[src/rtl/gpr_pkg.sv]
// Shared constants and the write-port arbitration used by both the storage
// array and the read-port bypass in gpr_file_mp.
package gpr_pkg;

  localparam int DEF_DATA_W = 32;
  localparam int DEF_ADDR_W = 5;
  localparam int ZERO_ADDR  = 0;
  localparam int MAX_WR     = 4;
  localparam int WIN_IDX_W  = $clog2(MAX_WR);

  typedef struct packed {
    logic                 valid;
    logic [WIN_IDX_W-1:0] idx;
  } wr_win_t;

  // hit[j] = port j is live and targets the address of interest; the
  // highest-indexed hit wins so storage and bypass always agree.
  function automatic wr_win_t resolve_wr(input logic [MAX_WR-1:0] hit);
    wr_win_t win;
    win = '0;
    for (int j = 0; j < MAX_WR; j++) begin
      if (hit[j]) begin
        win.valid = 1'b1;
        win.idx   = WIN_IDX_W'(j);
      end
    end
    return win;
  endfunction

endpackage

[src/rtl/gpr_file_mp_if.sv]
// Read/write bus of the multi-port GPR file; master drives addresses and
// write data, slave (the register file) returns read data and the conflict flag.
interface gpr_file_mp_if
  import gpr_pkg::*;
#(
  parameter int DATA_W = DEF_DATA_W,
  parameter int ADDR_W = DEF_ADDR_W,
  parameter int NUM_RD = 2,
  parameter int NUM_WR = 1
);

  logic [NUM_RD*ADDR_W-1:0] rd_addr;
  logic [NUM_RD-1:0]        rd_en;
  logic [NUM_RD*DATA_W-1:0] rd_data;
  logic [NUM_WR-1:0]        wr_en;
  logic [NUM_WR*ADDR_W-1:0] wr_addr;
  logic [NUM_WR*DATA_W-1:0] wr_data;
  logic                     wr_conflict;

  modport master (
    output rd_addr, rd_en, wr_en, wr_addr, wr_data,
    input  rd_data, wr_conflict
  );

  modport slave (
    input  rd_addr, rd_en, wr_en, wr_addr, wr_data,
    output rd_data, wr_conflict
  );

endinterface

[src/rtl/gpr_rd_port.sv]
// One registered read port: address mux over the storage image, optional
// write-first bypass (GPR_BYPASS_EN) and an rd_en hold register.
module gpr_rd_port
  import gpr_pkg::*;
#(
  parameter int DATA_W   = DEF_DATA_W,
  parameter int ADDR_W   = DEF_ADDR_W,
`ifdef GPR_BYPASS_EN
  parameter int NUM_WR   = 1,
`endif
  parameter int ZERO_REG = 1
) (
  input  logic                             clk,
  input  logic                             reset,
  input  logic                             rd_en,
  input  logic [ADDR_W-1:0]                rd_addr,
  input  logic [(2**ADDR_W)*DATA_W-1:0]    regs_flat,
`ifdef GPR_BYPASS_EN
  input  logic [NUM_WR-1:0]                wr_live,
  input  logic [NUM_WR*ADDR_W-1:0]         wr_addr,
  input  logic [NUM_WR*DATA_W-1:0]         wr_data,
`endif
  output logic [DATA_W-1:0]                rd_data
);

  logic [DATA_W-1:0] rd_data_q, rd_data_d;
  logic [DATA_W-1:0] rd_val;

`ifdef GPR_BYPASS_EN
  logic [MAX_WR-1:0]        hit;
  wr_win_t                  win;
  logic [MAX_WR*DATA_W-1:0] wr_data_ext;

  assign wr_data_ext = (MAX_WR*DATA_W)'(wr_data);
`endif

  always_comb begin
    rd_val = regs_flat[int'(rd_addr)*DATA_W +: DATA_W];
`ifdef GPR_BYPASS_EN
    hit = '0;
    for (int j = 0; j < NUM_WR; j++) begin
      hit[j] = wr_live[j] && (wr_addr[j*ADDR_W +: ADDR_W] == rd_addr);
    end
    win = resolve_wr(hit);
    if (win.valid) begin
      rd_val = wr_data_ext[int'(win.idx)*DATA_W +: DATA_W];
    end
`endif
    if (ZERO_REG != 0 && rd_addr == ADDR_W'(ZERO_ADDR)) begin
      rd_val = '0;
    end
    rd_data_d = rd_en ? rd_val : rd_data_q;
  end

  always_ff @(posedge clk or posedge reset) begin
    if (reset) begin
      rd_data_q <= '0;
    end else begin
      rd_data_q <= rd_data_d;
    end
  end

  assign rd_data = rd_data_q;

endmodule

[src/rtl/gpr_file_mp.sv]
// Multi-port GPR file: NUM_RD registered read ports, NUM_WR prioritised write ports.
// Define GPR_BYPASS_EN for write-first reads; default is read-before-write.
module gpr_file_mp
  import gpr_pkg::*;
#(
  parameter int DATA_W   = DEF_DATA_W,
  parameter int ADDR_W   = DEF_ADDR_W,
  parameter int NUM_RD   = 2,
  parameter int NUM_WR   = 1,
  parameter int ZERO_REG = 1
) (
  input  logic          clk,
  input  logic          reset,
  gpr_file_mp_if.slave  bus
);

  localparam int DEPTH = 2**ADDR_W;

  logic [DATA_W-1:0]        regs_q [DEPTH];
  logic [DATA_W-1:0]        regs_d [DEPTH];
  logic [DEPTH*DATA_W-1:0]  regs_flat;
  logic                     wr_conflict_q, wr_conflict_d;
  logic [NUM_WR-1:0]        wr_live;
  logic [MAX_WR*DATA_W-1:0] wr_data_ext;
  logic [DATA_W-1:0]        rd_data_k [NUM_RD];

  assign wr_data_ext = (MAX_WR*DATA_W)'(bus.wr_data);

  // A write to the hard-wired zero register is dropped before arbitration,
  // so it neither lands in storage, bypasses, nor counts as a collision.
  always_comb begin
    for (int j = 0; j < NUM_WR; j++) begin
      wr_live[j] = bus.wr_en[j] &&
                   !(ZERO_REG != 0 && bus.wr_addr[j*ADDR_W +: ADDR_W] == ADDR_W'(ZERO_ADDR));
    end
  end

  always_comb begin
    logic [MAX_WR-1:0] hit;
    wr_win_t           win;
    for (int a = 0; a < DEPTH; a++) begin
      hit = '0;
      for (int j = 0; j < NUM_WR; j++) begin
        hit[j] = wr_live[j] && (bus.wr_addr[j*ADDR_W +: ADDR_W] == ADDR_W'(a));
      end
      win = resolve_wr(hit);
      regs_d[a] = win.valid ? wr_data_ext[int'(win.idx)*DATA_W +: DATA_W] : regs_q[a];
    end
  end

  always_comb begin
    wr_conflict_d = 1'b0;
    for (int i = 0; i < NUM_WR; i++) begin
      for (int j = i + 1; j < NUM_WR; j++) begin
        if (wr_live[i] && wr_live[j] &&
            bus.wr_addr[i*ADDR_W +: ADDR_W] == bus.wr_addr[j*ADDR_W +: ADDR_W]) begin
          wr_conflict_d = 1'b1;
        end
      end
    end
  end

  always_ff @(posedge clk or posedge reset) begin
    if (reset) begin
      for (int a = 0; a < DEPTH; a++) begin
        regs_q[a] <= '0;
      end
      wr_conflict_q <= 1'b0;
    end else begin
      regs_q        <= regs_d;
      wr_conflict_q <= wr_conflict_d;
    end
  end

  always_comb begin
    for (int a = 0; a < DEPTH; a++) begin
      regs_flat[a*DATA_W +: DATA_W] = regs_q[a];
    end
  end

  for (genvar k = 0; k < NUM_RD; k++) begin : g_rd
    gpr_rd_port #(
      .DATA_W   (DATA_W),
      .ADDR_W   (ADDR_W),
`ifdef GPR_BYPASS_EN
      .NUM_WR   (NUM_WR),
`endif
      .ZERO_REG (ZERO_REG)
    ) u_rd_port (
      .clk       (clk),
      .reset     (reset),
      .rd_en     (bus.rd_en[k]),
      .rd_addr   (bus.rd_addr[k*ADDR_W +: ADDR_W]),
      .regs_flat (regs_flat),
`ifdef GPR_BYPASS_EN
      .wr_live   (wr_live),
      .wr_addr   (bus.wr_addr),
      .wr_data   (bus.wr_data),
`endif
      .rd_data   (rd_data_k[k])
    );
  end

  always_comb begin
    bus.rd_data = '0;
    for (int k = 0; k < NUM_RD; k++) begin
      bus.rd_data[k*DATA_W +: DATA_W] = rd_data_k[k];
    end
  end

  assign bus.wr_conflict = wr_conflict_q;

endmodule

[src/flat_wrapper.sv]
// flat-port wrapper written by rule: the top's interface ports become plain ports
module gpr_file_mp_flat import gpr_pkg::*;
#(
  parameter int DATA_W   = DEF_DATA_W,
  parameter int ADDR_W   = DEF_ADDR_W,
  parameter int NUM_RD   = 2,
  parameter int NUM_WR   = 1,
  parameter int ZERO_REG = 1
)
  (clk, reset, bus_rd_addr, bus_rd_en, bus_wr_en, bus_wr_addr, bus_wr_data, bus_rd_data, bus_wr_conflict);
  gpr_file_mp_if #(.DATA_W(DATA_W), .ADDR_W(ADDR_W), .NUM_RD(NUM_RD), .NUM_WR(NUM_WR)) bus_i ();
  input  logic clk;
  input  logic reset;
  input wire logic [$bits(bus_i.rd_addr)-1:0] bus_rd_addr;
  input wire logic [$bits(bus_i.rd_en)-1:0] bus_rd_en;
  input wire logic [$bits(bus_i.wr_en)-1:0] bus_wr_en;
  input wire logic [$bits(bus_i.wr_addr)-1:0] bus_wr_addr;
  input wire logic [$bits(bus_i.wr_data)-1:0] bus_wr_data;
  output wire logic [$bits(bus_i.rd_data)-1:0] bus_rd_data;
  output wire logic [$bits(bus_i.wr_conflict)-1:0] bus_wr_conflict;
  assign bus_i.rd_addr = bus_rd_addr;
  assign bus_i.rd_en = bus_rd_en;
  assign bus_i.wr_en = bus_wr_en;
  assign bus_i.wr_addr = bus_wr_addr;
  assign bus_i.wr_data = bus_wr_data;
  assign bus_rd_data = bus_i.rd_data;
  assign bus_wr_conflict = bus_i.wr_conflict;
  gpr_file_mp #(.DATA_W(DATA_W), .ADDR_W(ADDR_W), .NUM_RD(NUM_RD), .NUM_WR(NUM_WR), .ZERO_REG(ZERO_REG)) u_core (.clk(clk), .reset(reset), .bus(bus_i));
endmodule
[config.mk]
export PLATFORM = sky130hd
export DESIGN_NAME = gpr_file_mp_flat
export DESIGN_NICKNAME = d
export VERILOG_FILES = /design/src/rtl/gpr_pkg.sv /design/src/rtl/gpr_file_mp_if.sv /design/src/rtl/gpr_rd_port.sv /design/src/rtl/gpr_file_mp.sv /design/src/flat_wrapper.sv
export SDC_FILE = /design/constraint.sdc
export NUM_CORES = 2
export LEC_CHECK = 0
export BUFFER_PORTS_ARGS = -buffer_cell sky130_fd_sc_hd__buf_2
export CAP_MARGIN = 15
export CELL_PAD_IN_SITES_DETAIL_PLACEMENT = 1
export CELL_PAD_IN_SITES_GLOBAL_PLACEMENT = 2
export CORE_MARGIN = 2
export CORE_UTILIZATION = 42
export DETAILED_ROUTE_END_ITERATION = 7
export MAX_ROUTING_LAYER = met4
export PLACE_DENSITY_LB_ADDON = 0.15
export SLEW_MARGIN = 10
export SYNTH_ARGS = -nofsm -noshare
export SYNTH_HDL_FRONTEND = slang
export SYNTH_SLANG_ARGS = --single-unit
[constraint.sdc]
create_clock -name clk -period 32.5 [get_ports clk]
set_input_delay 3.25 -clock clk [delete_from_list [all_inputs] [get_ports clk]]
set_output_delay 3.25 -clock clk [all_outputs]
set_load 0.02 [all_outputs]
# == Word-level counts from Yosys, hierarchy flattened ==
# Cells that the tools add are included.
# op_classes
n_addsub,0
multipliers,0
n_div,0
n_lt_le_gt_ge,0
n_eq_ne,31
shift,34
n_mux,34
bitwise_logic,0
n_reduce_logical,37
# ops
cell,count
128-bit by 8-bit indexed part select with 32-bit output,32
1024-bit by 11-bit indexed part select with 32-bit output,2
3-bit two-way mux,32
"5-bit == test, second input constant",16
32-bit two-way mux,2
"5-bit by 4-bit == test with 1-bit output, second input constant",8
1-bit logical AND,33
"5-bit by 3-bit == test with 1-bit output, second input constant",4
5-bit logical NOT,3
"5-bit by 2-bit == test with 1-bit output, second input constant",2
"5-bit by 1-bit == test with 1-bit output, second input constant",1
1-bit logical NOT,1
# word_totals
reg_bits,1088
latch_bits,0
ramBits,0
romBits,0
in_bits,52
out_inout_bits,65
wordCells,170
memories,0

# == Longest topological paths before layout ==
# logic_depth
ltp_word,6
depth_mapped,10
mapped_depth_nobuf,5

# == By module ==
# A second synthesis with hierarchy kept.
# unflattened
hier_cells,4018
hier_area_um2,56787.0
# modules_own_cells
module,n_inst,cells_per_inst,area_per_inst_um2,seq_area_each_um2
gpr_file_mp,1,2290,38026.5,25624.6
gpr_rd_port,2,864,9380.2,800.8

# == Worst setup path before layout ==
# OpenSTA, ideal clock, no wires.
# synth_path
path_type,input to register
start,input bus_rd_addr[0]
end,register u_core.g_rd[0].u_rd_port.rd_data_q[10]
setup_time_ns,0.121
arrival_ns,4.848
t_required_ns,32.379
slack_ns,27.531
path_stages,8
path_buffers,4
cell_sequence,buf_2 > buf_6 > buf_6 > buf_2 > mux4_2 > a22oi_1 > nand2_1 > a22o_1
# synth_via
elab_chain_cells,2
elab_cells_between_ends,3
classes_between,shift: 1; mux: 1; reduce/logical: 1
# synth_lines
item,line,text
start: declaration,flat_wrapper.sv:14,input wire logic [$bits(bus_i.rd_addr)-1:0] bus_rd_addr;
1024-bit by 11-bit indexed part select with 32-bit output or 5-bit logical NOT (tied branches),"gpr_rd_port.sv:38, gpr_rd_port.sv:49",
32-bit two-way mux (*),gpr_rd_port.sv:49,if (ZERO_REG != 0 && rd_addr == ADDR_W'(ZERO_ADDR)) begin
end signal: assignment,gpr_rd_port.sv:59,rd_data_q <= rd_data_d;
end: declaration,gpr_rd_port.sv:26,"logic [DATA_W-1:0] rd_data_q, rd_data_d;"
# Mark *: on every way between the ends. The rest lies on a longest branch, timed or not.
# A chain may end at the register's enable or synchronous reset.

==> qor.txt <==
Synth warn: 0
Final Slew Violations: 0
Setup Total Neg Slack: 0 ns
Period minus WS final: 7.64 ns
Status: finished, final reports clean
Worst-Margin Slew: 1.12 ns
Most frequent CP cell: buf_4
Worst hold path depth: 0
CP max stage delay: 0.95 ns
Slowest stage cell, crit path: buf_4
Peak supply drop: 0.0444 mV
Clk_lat worst skew: 0.78 ns
Final Cycle Share: 23.5%
Worst EP required: 33.28 ns
Avg Inst Size Synth: 14.7 um^2
Iter 0 DRT Violations: 2932
Vias in the first global route: 40136
Drt wl/cell: 36.0 um
Critical Path End Type: asynchronous set/reset pin
Post-synth ARST share: 100%
CORE AREA: 133000 um^2
Routed Antenna Nets: 0
Total GRT Usage: 30.6%
CTS Buf Count: 133
Detailed Routing Iterations Pass 1: 5
Setup Crit Path Kind: in2async
Final Hold Vio Count: 0
FMAX: 131 MHz
Sequential fraction of the synthesis area: 48.4%
Worst Clk Skew: 0.0272 ns
GPL Wtd Cong: 0.816
Total Power: 4.01 mW
Busiest layer in global routing: met2
Leakage: 27.1 nW
Final nets: 3777
Buffer count from post-CTS setup fixing: 0
CTS resizes: 0
Syn Nets: 3870
Vias: 36626
R2R Setup Slk: 30.43 ns
Post-DR vias/cell: 6.56
CP Depth: 7
Synthesis-to-layout area growth: 10.9%
Die area: 137000 um^2
H-tree depth: 4
Maxcap violations: 0
Layout cells sized above 1: 49.4%
Mapped cell area: 56200 um^2
CTS tree: yes
Port buffer count: 115
Worst R2R Path Depth: 4
Crit path max-delay family: buffers and inverters
Starting density of the core: 42.2%
Largest net degree at the start of global routing: 151
HPWL after detailed placement: 115 mm
Post-Route WL: 201 mm
# IOs: 117
Synth top area cells: dfrtp_1, mux2_2, mux4_2
Num rows: 134
Die width: 370 um
Global routing usage on met1: 40.1%
Slew HR: 25.1%
Top cell type's share of synthesized area: 48.4%
Met2 Resource Use GR: 48.4%
Power Density: 64.4 nW/um^2
Worst-path clk slew: 0.06 ns
First-pass GRT wire length: 292 mm
Chip height: 370 um
Post-Syn Instances: 3818
Root Buffer: clkbuf_16
Clock buffer depth: 3
FF+latch count, synth: 1088
Sink Count: 1088
Residual DRC: 0
Yosys cell types: 43
Cts hold-fix bufs: 0
Top cell type by total area after synthesis: dfrtp_1
Antenna violations before repair: 16
Unrepaired setup endpoints after global routing: no
CP cell instances: buf_2, clkinvlp_4, buf_4, buf_12, buf_4, buf_4, buf_4
Crit path max fanout: 150
Hold Path Class: reg2reg
Worst EP arrival: 8.42 ns
Setup violators final: 0
EDFF count, synth: 0
Met3 Track Usage GR: 4.79%
GRT overflow: 0
Bufs and invs on worst path: 7
Synth Flop Type: dfrtp_1
Worst Setup Start Kind: primary input
worst reg2reg max path, stage by stage, from the launching register on:
cell and delay [ns]:
dfrtp_1 0.39, mux4_2 0.46, a2111oi_0 0.79, or3b_2 0.25, a21oi_1 0.06
cell type report:
cell class	count	area (um^2)
Antenna cell	8	20.0
Tap cell	1768	2210
Timing Repair Buffer	207	1370
Sequential cell	1088	27200
Clock inverter	28	304
Fill cell	12834	70800
Multi-Input combinational cell	2287	27400
Clock buffer	193	3830
Inverter	8	35.0
logic make-up (layout without fill, tap and decap cells):
family | count (synthesis) | in the layout | share of synthesized area [%]
other cells | 1 | 9 | 0.00667
simple gates | 173 | 173 | 1.48
compound gates | 443 | 443 | 5.51
buf+inv | 443 | 436 | 3.30
flops | 1088 | 1088 | 48.4
mux | 1670 | 1670 | 41.3
placed cells by master (no fill, tap or decap), types with 13 or more instances in the layout:
master,instances
a211o_1,31
a211oi_1,34
a21oi_1,122
a22o_1,30
a22oi_1,89
a31oi_1,32
buf_2,110
buf_4,87
clkbuf_1,36
clkbuf_16,136
clkbuf_8,21
clkinv_2,14
dfrtp_1,1088
mux2_2,1025
mux2i_1,227
mux4_2,416
nand2_1,70
nor2_4,13
nor2b_1,33
o221ai_1,60
o22ai_1,35
state kept, by name, indices dropped and copies added (netlist names):
register and count:
u_core.regs_flat 1024, u_core.g_rd.u_rd_port.rd_data 64
Yosys cell counts, drive strengths merged, types with 2 or more instances:
| cell | n |
|---|---|
| dfrtp | 1088 |
| mux2 | 1027 |
| mux4 | 416 |
| clkbuf | 238 |
| mux2i | 227 |
| buf | 197 |
| a21oi | 122 |
| a22oi | 89 |
| nand2 | 83 |
| o221ai | 60 |
| nor2b | 36 |
| o22ai | 35 |
| a211oi | 34 |
| a31oi | 32 |
| a211o | 31 |
| a22o | 30 |
| nor2 | 19 |
| inv | 8 |
| nand2b | 6 |
| nand3 | 6 |
| nand3b | 6 |
| a2111oi | 3 |
| nor3 | 3 |
| nor3b | 3 |
| and2 | 2 |
| and3 | 2 |
| nor4 | 2 |
| o21ai | 2 |
| or3b | 2 |
worst paths after layout:
| kind | startpoint | endpoint |
|---|---|---|
| worst min register to register | u_core.regs_flat[16] | u_core.regs_flat[16] |
| worst max register to register | u_core.regs_flat[255] | u_core.g_rd[1].u_rd_port.rd_data[31] |
| min in group asynchronous | reset | u_core.regs_flat[605] |
| worst min-delay path | u_core.regs_flat[16] | u_core.regs_flat[16] |
| worst max-delay path | reset | u_core.regs_flat[811] |
| max in group clk | bus_rd_addr[1] | u_core.g_rd[0].u_rd_port.rd_data[5] |
stage by stage:
| step | instance area [um^2] | hold slack [ns] | cells | worst slack [ns] | utilization (%) |
|---|---|---|---|---|---|
| after global placement | 58200 | 0.377 | 5357 | 24.25 | 43.7 |
| final | 62400 | 0.396 | 5587 | 24.86 | 46.9 |
| after global routing | 62400 | 0.403 | 5584 | 24.22 | 46.8 |
| after CTS | 62300 | 0.396 | 5578 | 24.80 | 46.8 |
| after detailed placement | 58200 | 0.384 | 5357 | 23.98 | 43.7 |
| after floorplan | 56200 | 0.441 | 3818 | 14.24 | - |
layer usage:
metal | up-vias | share of wire, %
met2 | 1242 | 48
li1 | 14548 | -
met4 | 0 | 3.5
met1 | 20464 | 43
met5 | - | 0
met3 | 372 | 5.4
power by group:
group	total, mW	switching, mW	internal, mW
clock network	1.44	0.594	0.845
logic	0.763	0.328	0.436
registers	1.81	0.202	1.61
total	4.01	1.12	2.89
Power figures use the tool's default switching activity.
